File: config.mk
export PLATFORM = sky130hd
export DESIGN_NAME = frame_transmit
export DESIGN_NICKNAME = d
export VERILOG_FILES = /design/src/rtl/frame_transmit.sv
export SDC_FILE = /design/constraint.sdc
export NUM_CORES = 1
export LEC_CHECK = 0
export CAP_MARGIN = 40
export CORE_MARGIN = 2
export CORE_UTILIZATION = 66
export CTS_BUF_LIST = sky130_fd_sc_hd__clkbuf_4 sky130_fd_sc_hd__clkbuf_8 sky130_fd_sc_hd__clkbuf_16
export DETAILED_ROUTE_END_ITERATION = 12
export PLACE_DENSITY = 0.9
export SYNTH_ARGS = -nofsm -noshare
export SYNTH_HDL_FRONTEND = slang
export SYNTH_SLANG_ARGS = --single-unit
File: constraint.sdc
create_clock -name clk -period 5.7 [get_ports clk]
set_clock_uncertainty 0.1 [all_clocks]
set_input_delay 1.14 -clock clk [delete_from_list [all_inputs] [get_ports clk]]
set_output_delay 1.14 -clock clk [all_outputs]
set_load 0.01 [all_outputs]
File: src/rtl/frame_transmit.sv
// ============================================================================
// frame_transmit : 16-byte FIFO + serial frame transmitter (start, size, data, CRC-8, stop)
// Revision 1.0
// ============================================================================
`default_nettype none

module frame_transmit (
  input  logic       clk,
  input  logic       reset,
  input  logic       txfifowrite,
  input  logic [7:0] datain,
  input  logic       send,
  input  logic [7:0] baudrate,
  output logic       TX,
  output logic       busy,
  output logic       full,
  output logic       empty,
  output logic       over
);

  typedef enum logic [2:0] {
    S_IDLE  = 3'd0,
    S_START = 3'd1,
    S_SIZE  = 3'd2,
    S_DATA  = 3'd3,
    S_CRC   = 3'd4,
    S_STOP  = 3'd5
  } state_t;

  state_t      state_q, state_d;
  logic [7:0]  baud_cnt_q, baud_cnt_d;
  logic [7:0]  baud_lat_q, baud_lat_d;
  logic [4:0]  bit_cnt_q, bit_cnt_d;
  logic [3:0]  byte_cnt_q, byte_cnt_d;
  logic [3:0]  size_q, size_d;
  logic [7:0]  shift_q, shift_d;
  logic [7:0]  crc_q, crc_d;
  logic [3:0]  wr_ptr_q, wr_ptr_d;
  logic [3:0]  rd_ptr_q, rd_ptr_d;
  logic [4:0]  count_q, count_d;
  logic        full_q, full_d;
  logic        empty_q, empty_d;
  logic        over_q, over_d;
  logic [7:0]  mem_q [16];

  logic        bit_end;
  logic        tx_bit;
  logic        pop;
  logic        wr_ok;
  logic        crc_fb;
  logic [7:0]  crc_step;

  assign bit_end  = (baud_cnt_q == baud_lat_q);
  assign crc_fb   = crc_q[7] ^ tx_bit;
  assign crc_step = {crc_q[6:0], 1'b0} ^ (crc_fb ? 8'h07 : 8'h00);

  always_comb begin
    tx_bit = 1'b0;
    case (state_q)
      S_START: tx_bit = 1'b1;
      S_SIZE:  tx_bit = size_q[~bit_cnt_q[1:0]];
      S_DATA:  tx_bit = shift_q[7];
      S_CRC:   tx_bit = crc_q[7];
      default: tx_bit = 1'b0;
    endcase
  end

  // Each data byte is loaded into shift_q on the edge that opens its first bit,
  // so the FIFO pop coincides with the last clock of the preceding bit.
  always_comb begin
    state_d    = state_q;
    baud_cnt_d = baud_cnt_q;
    baud_lat_d = baud_lat_q;
    bit_cnt_d  = bit_cnt_q;
    byte_cnt_d = byte_cnt_q;
    size_d     = size_q;
    shift_d    = shift_q;
    crc_d      = crc_q;
    pop        = 1'b0;

    if (state_q != S_IDLE) begin
      baud_cnt_d = bit_end ? 8'd0 : baud_cnt_q + 8'd1;
    end

    case (state_q)
      S_IDLE: begin
        if (send && !empty_q) begin
          state_d    = S_START;
          size_d     = count_q[4] ? 4'd15 : count_q[3:0];
          baud_lat_d = baudrate;
          baud_cnt_d = 8'd0;
          crc_d      = 8'h00;
          bit_cnt_d  = 5'd0;
          byte_cnt_d = 4'd0;
        end
      end
      S_START: begin
        if (bit_end) begin
          state_d   = S_SIZE;
          bit_cnt_d = 5'd0;
        end
      end
      S_SIZE: begin
        if (bit_end) begin
          crc_d = crc_step;
          if (bit_cnt_q == 5'd3) begin
            state_d    = S_DATA;
            bit_cnt_d  = 5'd0;
            byte_cnt_d = 4'd0;
            pop        = 1'b1;
            shift_d    = mem_q[rd_ptr_q];
          end else begin
            bit_cnt_d = bit_cnt_q + 5'd1;
          end
        end
      end
      S_DATA: begin
        if (bit_end) begin
          crc_d = crc_step;
          if (bit_cnt_q == 5'd7) begin
            bit_cnt_d = 5'd0;
            if (byte_cnt_q == size_q - 4'd1) begin
              state_d = S_CRC;
            end else begin
              byte_cnt_d = byte_cnt_q + 4'd1;
              pop        = 1'b1;
              shift_d    = mem_q[rd_ptr_q];
            end
          end else begin
            bit_cnt_d = bit_cnt_q + 5'd1;
            shift_d   = {shift_q[6:0], 1'b0};
          end
        end
      end
      S_CRC: begin
        if (bit_end) begin
          crc_d = {crc_q[6:0], 1'b0};
          if (bit_cnt_q == 5'd7) begin
            state_d   = S_STOP;
            bit_cnt_d = 5'd0;
          end else begin
            bit_cnt_d = bit_cnt_q + 5'd1;
          end
        end
      end
      S_STOP: begin
        if (bit_end) begin
          state_d = S_IDLE;
        end
      end
      default: state_d = S_IDLE;
    endcase
  end

  // A pop frees a slot in the same cycle, so a full FIFO still takes the write.
  always_comb begin
    wr_ok    = txfifowrite && (!count_q[4] || pop);
    count_d  = count_q + {4'd0, wr_ok} - {4'd0, pop};
    wr_ptr_d = wr_ptr_q + {3'd0, wr_ok};
    rd_ptr_d = rd_ptr_q + {3'd0, pop};
    full_d   = (count_d == 5'd16);
    empty_d  = (count_d == 5'd0);
    over_d   = over_q || (txfifowrite && !wr_ok);
  end

  always_ff @(posedge clk) begin
    if (reset) begin
      state_q    <= S_IDLE;
      baud_cnt_q <= 8'd0;
      baud_lat_q <= 8'd0;
      bit_cnt_q  <= 5'd0;
      byte_cnt_q <= 4'd0;
      size_q     <= 4'd0;
      shift_q    <= 8'd0;
      crc_q      <= 8'd0;
      wr_ptr_q   <= 4'd0;
      rd_ptr_q   <= 4'd0;
      count_q    <= 5'd0;
      full_q     <= 1'b0;
      empty_q    <= 1'b1;
      over_q     <= 1'b0;
    end else begin
      state_q    <= state_d;
      baud_cnt_q <= baud_cnt_d;
      baud_lat_q <= baud_lat_d;
      bit_cnt_q  <= bit_cnt_d;
      byte_cnt_q <= byte_cnt_d;
      size_q     <= size_d;
      shift_q    <= shift_d;
      crc_q      <= crc_d;
      wr_ptr_q   <= wr_ptr_d;
      rd_ptr_q   <= rd_ptr_d;
      count_q    <= count_d;
      full_q     <= full_d;
      empty_q    <= empty_d;
      over_q     <= over_d;
    end
  end

  always_ff @(posedge clk) begin
    if (wr_ok) begin
      mem_q[wr_ptr_q] <= datain;
    end
  end

  assign TX    = tx_bit;
  assign busy  = (state_q != S_IDLE);
  assign full  = full_q;
  assign empty = empty_q;
  assign over  = over_q;

endmodule

`default_nettype wire

* Yosys cells after proc, flatten, opt, wreduce, memory -nomap -nowiden
Memory sizes are Yosys's and may differ from the RTL's. A register that Yosys moved wholly into a read port is not among the register bits.
Cells that the tools add are included.
** Storage, ports and cells
- Bits in registers :: 64
- RAM bits :: 128
- Input port bits :: 20
- Output and inout bits :: 5
- Memories :: 1
** Cells by class
- Add/sub/neg operators :: 8
- $lt $le $gt $ge :: 1
- Eq/ne operators :: 24
- Muxes and demuxes :: 53
- Bitwise logic cells :: 3
- Reductions and logical operators :: 23
** Memories
- mem_q :: words 16, bits a word 8, read ports 1, clocked after Yosys merged registers in 1, write ports 1, RTL line 44 : logic [7:0] mem_q [16];
** Operators with widths (number)
- $mux 8 :: 12
- $mux 3 :: 11
- $mux 4 :: 8
- $mux 5 :: 6
- $pmux 8 s3 :: 1
- $ne 2x2->1 const B :: 11
- $pmux 5 s4 :: 1
- $pmux 3 s6 :: 1
- $pmux 8 s2 :: 1
- $pmux 4 s3 :: 1
- $reduce_and 10->1 :: 1
- $reduce_and 5->1 :: 2
- $reduce_bool 3->1 :: 3
- $add 4x1->4 :: 2
- $add 8x1->8 const B :: 1
- $eq 8x8->1 :: 1
- $mux 1 :: 8
- $xor 8x3->8 :: 1
- $reduce_and 7->1 :: 1
- $eq 3x2->1 const B :: 2
- $eq 3x3->1 const B :: 2
- $add 5x1->5 :: 1
- $add 5x1->5 const B :: 1
- $eq 5x2->1 const B :: 1
- 25 further kinds :: 32

* Longest topological paths before layout
- Word-level depth :: 11
- Gate-level depth with buffers :: 19
- Depth with buffers taken out :: 18

* Least setup slack after synthesis
No wires, ideal clock.
- Kind :: register to register
- Start :: reg bit_cnt_q[1]
- End :: reg full_q, in the netlist full
- Setup time :: 0.115 ns
- Arrival :: 3.211 ns
- Required time :: 5.485 ns
- Slack :: 2.274 ns
- Cell stages (with the launch flop) :: 19
- Buffers on the path :: 1
- Path through :: dfxtp_1 ha_1 nor4b_4 o21ai_1 or3_4 o31ai_4 nand2_4 buf_6 ha_1 inv_1 ha_1 inv_1 fa_1 inv_1 a21o_1 a21oi_1 xnor2_1 nor2_1 and2_1
** On the way
- Cells in the longest elaborated chain, start to end :: 9
- Elaborated cells on any way between the ends :: 12
** Ends and longest elaborated chain
- start, declared :: RTL line 33 : logic [4:0] bit_cnt_q, bit_cnt_d;
- start signal, assigned :: RTL line 186 : bit_cnt_q <= bit_cnt_d;
- $eq 5x3->1 or $eq 5x2->1 (tied branches) :: RTL line 120, 106
- $mux 1, on equally long branches :: RTL line 120, 106
- $mux 1, on equally long branches :: RTL line 118, 104
- $pmux 1 s2 * :: RTL line 85 : case (state_q)
- $logic_or 1x1->1 :: RTL line 157 : wr_ok = txfifowrite && (!count_q[4] || pop);
- $logic_and 1x1->1 :: RTL line 157
- $add 5x1->5 :: RTL line 158 : count_d = count_q + {4'd0, wr_ok} - {4'd0, pop};
- $sub 5x1->5 * :: RTL line 158
- $eq 5x5->1 * :: RTL line 161 : full_d = (count_d == 5'd16);
- end signal, assigned :: RTL line 194 : full_q <= full_d;
- end, declared :: RTL line 41 : logic full_q, full_d;
Mark *: on every way between the ends. The rest lies on a longest branch, timed or not.
A chain may end at the register's enable or synchronous reset.

* Worst setup path after layout
- Start :: reg size_q[0]
- End :: reg empty_q, in the netlist empty
** On the way
- Cells in the longest elaborated chain, start to end :: 11
** Ends and longest elaborated chain
- start, declared :: RTL line 35 : logic [3:0] size_q, size_d;
- start signal, assigned :: RTL line 188 : size_q <= size_d;
- $sub 4x1->4 * :: RTL line 122 : if (byte_cnt_q == size_q - 4'd1) begin
- $eq 4x4->1 * :: RTL line 122
- $mux 1 * :: RTL line 122
- $mux 1 * :: RTL line 120 : if (bit_cnt_q == 5'd7) begin
- $mux 1 * :: RTL line 118 : if (bit_end) begin
- $pmux 1 s2 * :: RTL line 85
- $logic_or 1x1->1 :: RTL line 157
- $logic_and 1x1->1 :: RTL line 157
- $add 5x1->5 :: RTL line 158
- $sub 5x1->5 * :: RTL line 158
- $logic_not 5->1 * :: RTL line 162 : empty_d = (count_d == 5'd0);
- end signal, assigned :: RTL line 195 : empty_q <= empty_d;
- end, declared :: RTL line 42 : logic empty_q, empty_d;
Marked as above.

==> flow_summary.yaml <==
logic_synthesis:
  ys.flop_type: "edfxtp_1"
  synth_mux_area_frac: 0.1224
  netlist_instances: 584
  synth.area.top_cells: "edfxtp_1, dfxtp_1, mux4_2"
  netlist_area_sq_um: 8217
  synth_top_area_frac: 0.4678
  synth_top_family_by_area: "multiplexers"
  synthArstFlopShare: 0
  yosys.area.top_type: "edfxtp_1"
  synth-edff-count: 128
  synth_cell_types: 69
  synth_compound_area_frac: 0.07675
  synth_xor_xnor_area_share: 0.02452
  syn_area_per_cell_sq_um: 14.07
  ys_seq_area_frac: 0.6237
  synthSimpleGateAreaFrac: 0.1031
  synth-warning-count: 0
  synth-seq-cells: 192
  syn_nets: 619
  synth_fa_ha_area_frac: 0.02376
sta:
  period_minus_slack_ns: 3.760
  period_share: 0.6597
  whs_ns: 0.3660
  slew_violations: 0
  finalHoldViolCount: 0
  rsz0062_at_grt: "false"
  fin_setup_tns_ns: 0
  fmax_ghz: 0.2659
  setup_viol: 0
  worst_pin_slew_ns: 0.6585
  worst_slack_ns: 1.940
  slew_headroom: 0.5610
setup_path:
  cpPeakStageDelay_ns: 0.48
  critPathKind: "reg -> reg"
  cp-endpoint: "empty"
  cp.arrival_ns: 4.03
  start_kind: "flop"
  path_max_fanout: 18
  cp_cell_sequence: "inv_1 > ha_1 > xnor2_1 > xnor2_1 > nor4_1 > o31ai_4 > nand2_4 > ha_1 > inv_1 > ha_1 > inv_1 > fa_1 > xnor2_1 > nor4b_1 > nand2_1 > nand2_1"
  end_kind: "flop"
  r2r-start: "size_q[0]"
  worstReg2RegEnd: "empty"
  required_ns: 5.97
  cp-startpoint: "size_q[0]"
  regToRegSetupSlack_ns: 1.94
  r2r.worst_path.cells: 16
  cp_slowest_cell: "nor4_1"
cells_and_area:
  nFillCells: 677
  drive_above_1_share: 0.1759
  diodes: 0
  final_area_sq_um: 9274
  seq_area_sq_um: 5126
  nets: 655
  final_common_cell: "edfxtp_1"
  final_cell_mix: "edfxtp_1, dfxtp_1, a21oi_1"
  multi_input_area_sq_um: 2880
  area_delta_synth_final_pct: 12.87
placement:
  place_hpwl_um: 10790
  portBuffers: 24
  place_ws_ns: 2.013
  place_congestion: 0.8219
  place_area_sq_um: 8686
floorplan:
  die_h_um: 115.6
  fp-row-count: 40
  die_area_sq_um: 13360
  initial_utilization: 0.6812
  pin_count: 25
  die-width_um: 115.6
  core_sq_um: 12060
route:
  vias: 5020
  drt_iter0_drc: 627
  route.detailed.drc: 0
  first_pass_iters: 5
  drtAntennaViolNets: 0
  wire_per_inst_um: 20.98
  viasPerCell: 6.283
  wl_um: 16770
clock_network:
  cts_root_buf: "clkbuf_16"
  postCtsSetupRepairBufs: 0
  holdBufCountCts: 0
  post_cts_resized: 0
  worstSkewPairLatency_ns: 0.43
  clock_path_buffers: 2
  clock-sinks: 192
  cts.clk_slew.worst_paths_ns: 0.07
  cts_tree: "built"
  cts_buffers: 17
  h-tree-depth: 4
grt:
  grt_pass1_vias: 5137
  grt-ovfl-total: 0
  grt.total_usage: 0.2721
  grt_pass1_wl_um: 26800
  grt_max_degree: 44
  antenna_found_initial: 0
run_status:
  status: "finished clean"
flow_run:
  cap_violations: 0
pwr:
  p_leak_nw: 3.074
  p_per_area_nw_per_um2: 382.4
  peakVddDrop_mv: 0.3076
hold_path:
  holdCritPathClass: "reg -> reg"
==> layer usage <==
layer / wire length, um / vias to the layer above / GRT usage
met3: 1046 / 37 / 0.05858
met2: 8969 / 224 / 0.4694
met5: 0 / - / 0
met1: 6418 / 2469 / 0.3375
li1: - / 2290 / -
met4: 332 / 0 / 0.1092
==> worst min path at each step <==
stage / from / cells after the start / slack, ns / end
final: over / 1 / 0.37 / over
after global routing: baud_lat_q[5] / 2 / 0.40 / baud_lat_q[5]
after CTS: crc_q[0] / 2 / 0.37 / crc_q[1]
after detailed placement: crc_q[0] / 2 / 0.34 / crc_q[1]
after global placement: crc_q[0] / 2 / 0.34 / crc_q[1]
after floorplan: crc_q[0] / 2 / 0.33 / crc_q[1]
==> registers in the layout, indices dropped and copies added (netlist names) <==
name,flops
mem_q,128
baud_cnt_q,8
baud_lat_q,8
crc_q,8
shift_q,8
bit_cnt_q,5
count_q,5
byte_cnt_q,4
rd_ptr_q,4
size_q,4
wr_ptr_q,4
state_q,3
empty,1
full,1
over,1
==> power by group <==
part	internal, mW	switching, mW	leakage (nW)
registers	1.57	0.0748	1.67
logic	0.302	0.424	1.11
clock network	0.653	0.521	0.289
==> cell usage after synthesis (all sizes together) (3+ instances only) <==
cell,instances
a211oi,5
a21o,4
a21oi,37
a22o,7
and2,7
and3,4
buf,14
clkbuf,13
dfxtp,64
edfxtp,128
ha,14
inv,18
mux2,8
mux2i,15
mux4,34
nand2,32
nand2b,7
nand3,9
nand4,3
nor2,36
nor2b,14
nor3,14
nor4,8
o21ai,14
o22ai,8
o31ai,5
or3,5
or3b,4
or4,3
xnor2,18
xor2,5
==> layout make-up <==
| type | count | share of cell area |
|---|---|---|
| flip-flops and latches | 192 | 0.5528 |
| multi-input cells | 346 | 0.3106 |
| clock buffers | 17 | 0.04587 |
| repair buffers | 44 | 0.04371 |
| well taps | 168 | 0.02267 |
| clock inverters | 13 | 0.01673 |
| inverters | 19 | 0.007690 |
==> metrics by stage <==
stage,power [mW],cells,util
finish,3.547,799,0.7689
floorplan,2.183,584,-
detailed placement,2.380,768,0.7201
global placement,2.327,766,0.7172
global route,3.691,799,0.7689
CTS,3.551,798,0.7683
==> cells by family after synthesis <==
kind of cell | count (synthesis)
flops | 192
buf+inv | 46
mux | 57
compound gates | 96
fa+ha+maj | 15
simple gates | 155
xor+xnor | 23
==> critical path: cells and delay by family, from the launching register on <==
| family | cells | cell delay (ns) |
|---|---|---|
| compound gates | 1 | 0.16 |
| xor+xnor | 3 | 0.53 |
| fa+ha+maj | 4 | 1.05 |
| buf+inv | 3 | 0.21 |
| flops | 1 | 0.39 |
| simple gates | 5 | 1.23 |
No activity file was read; power rests on OpenSTA's default activity.
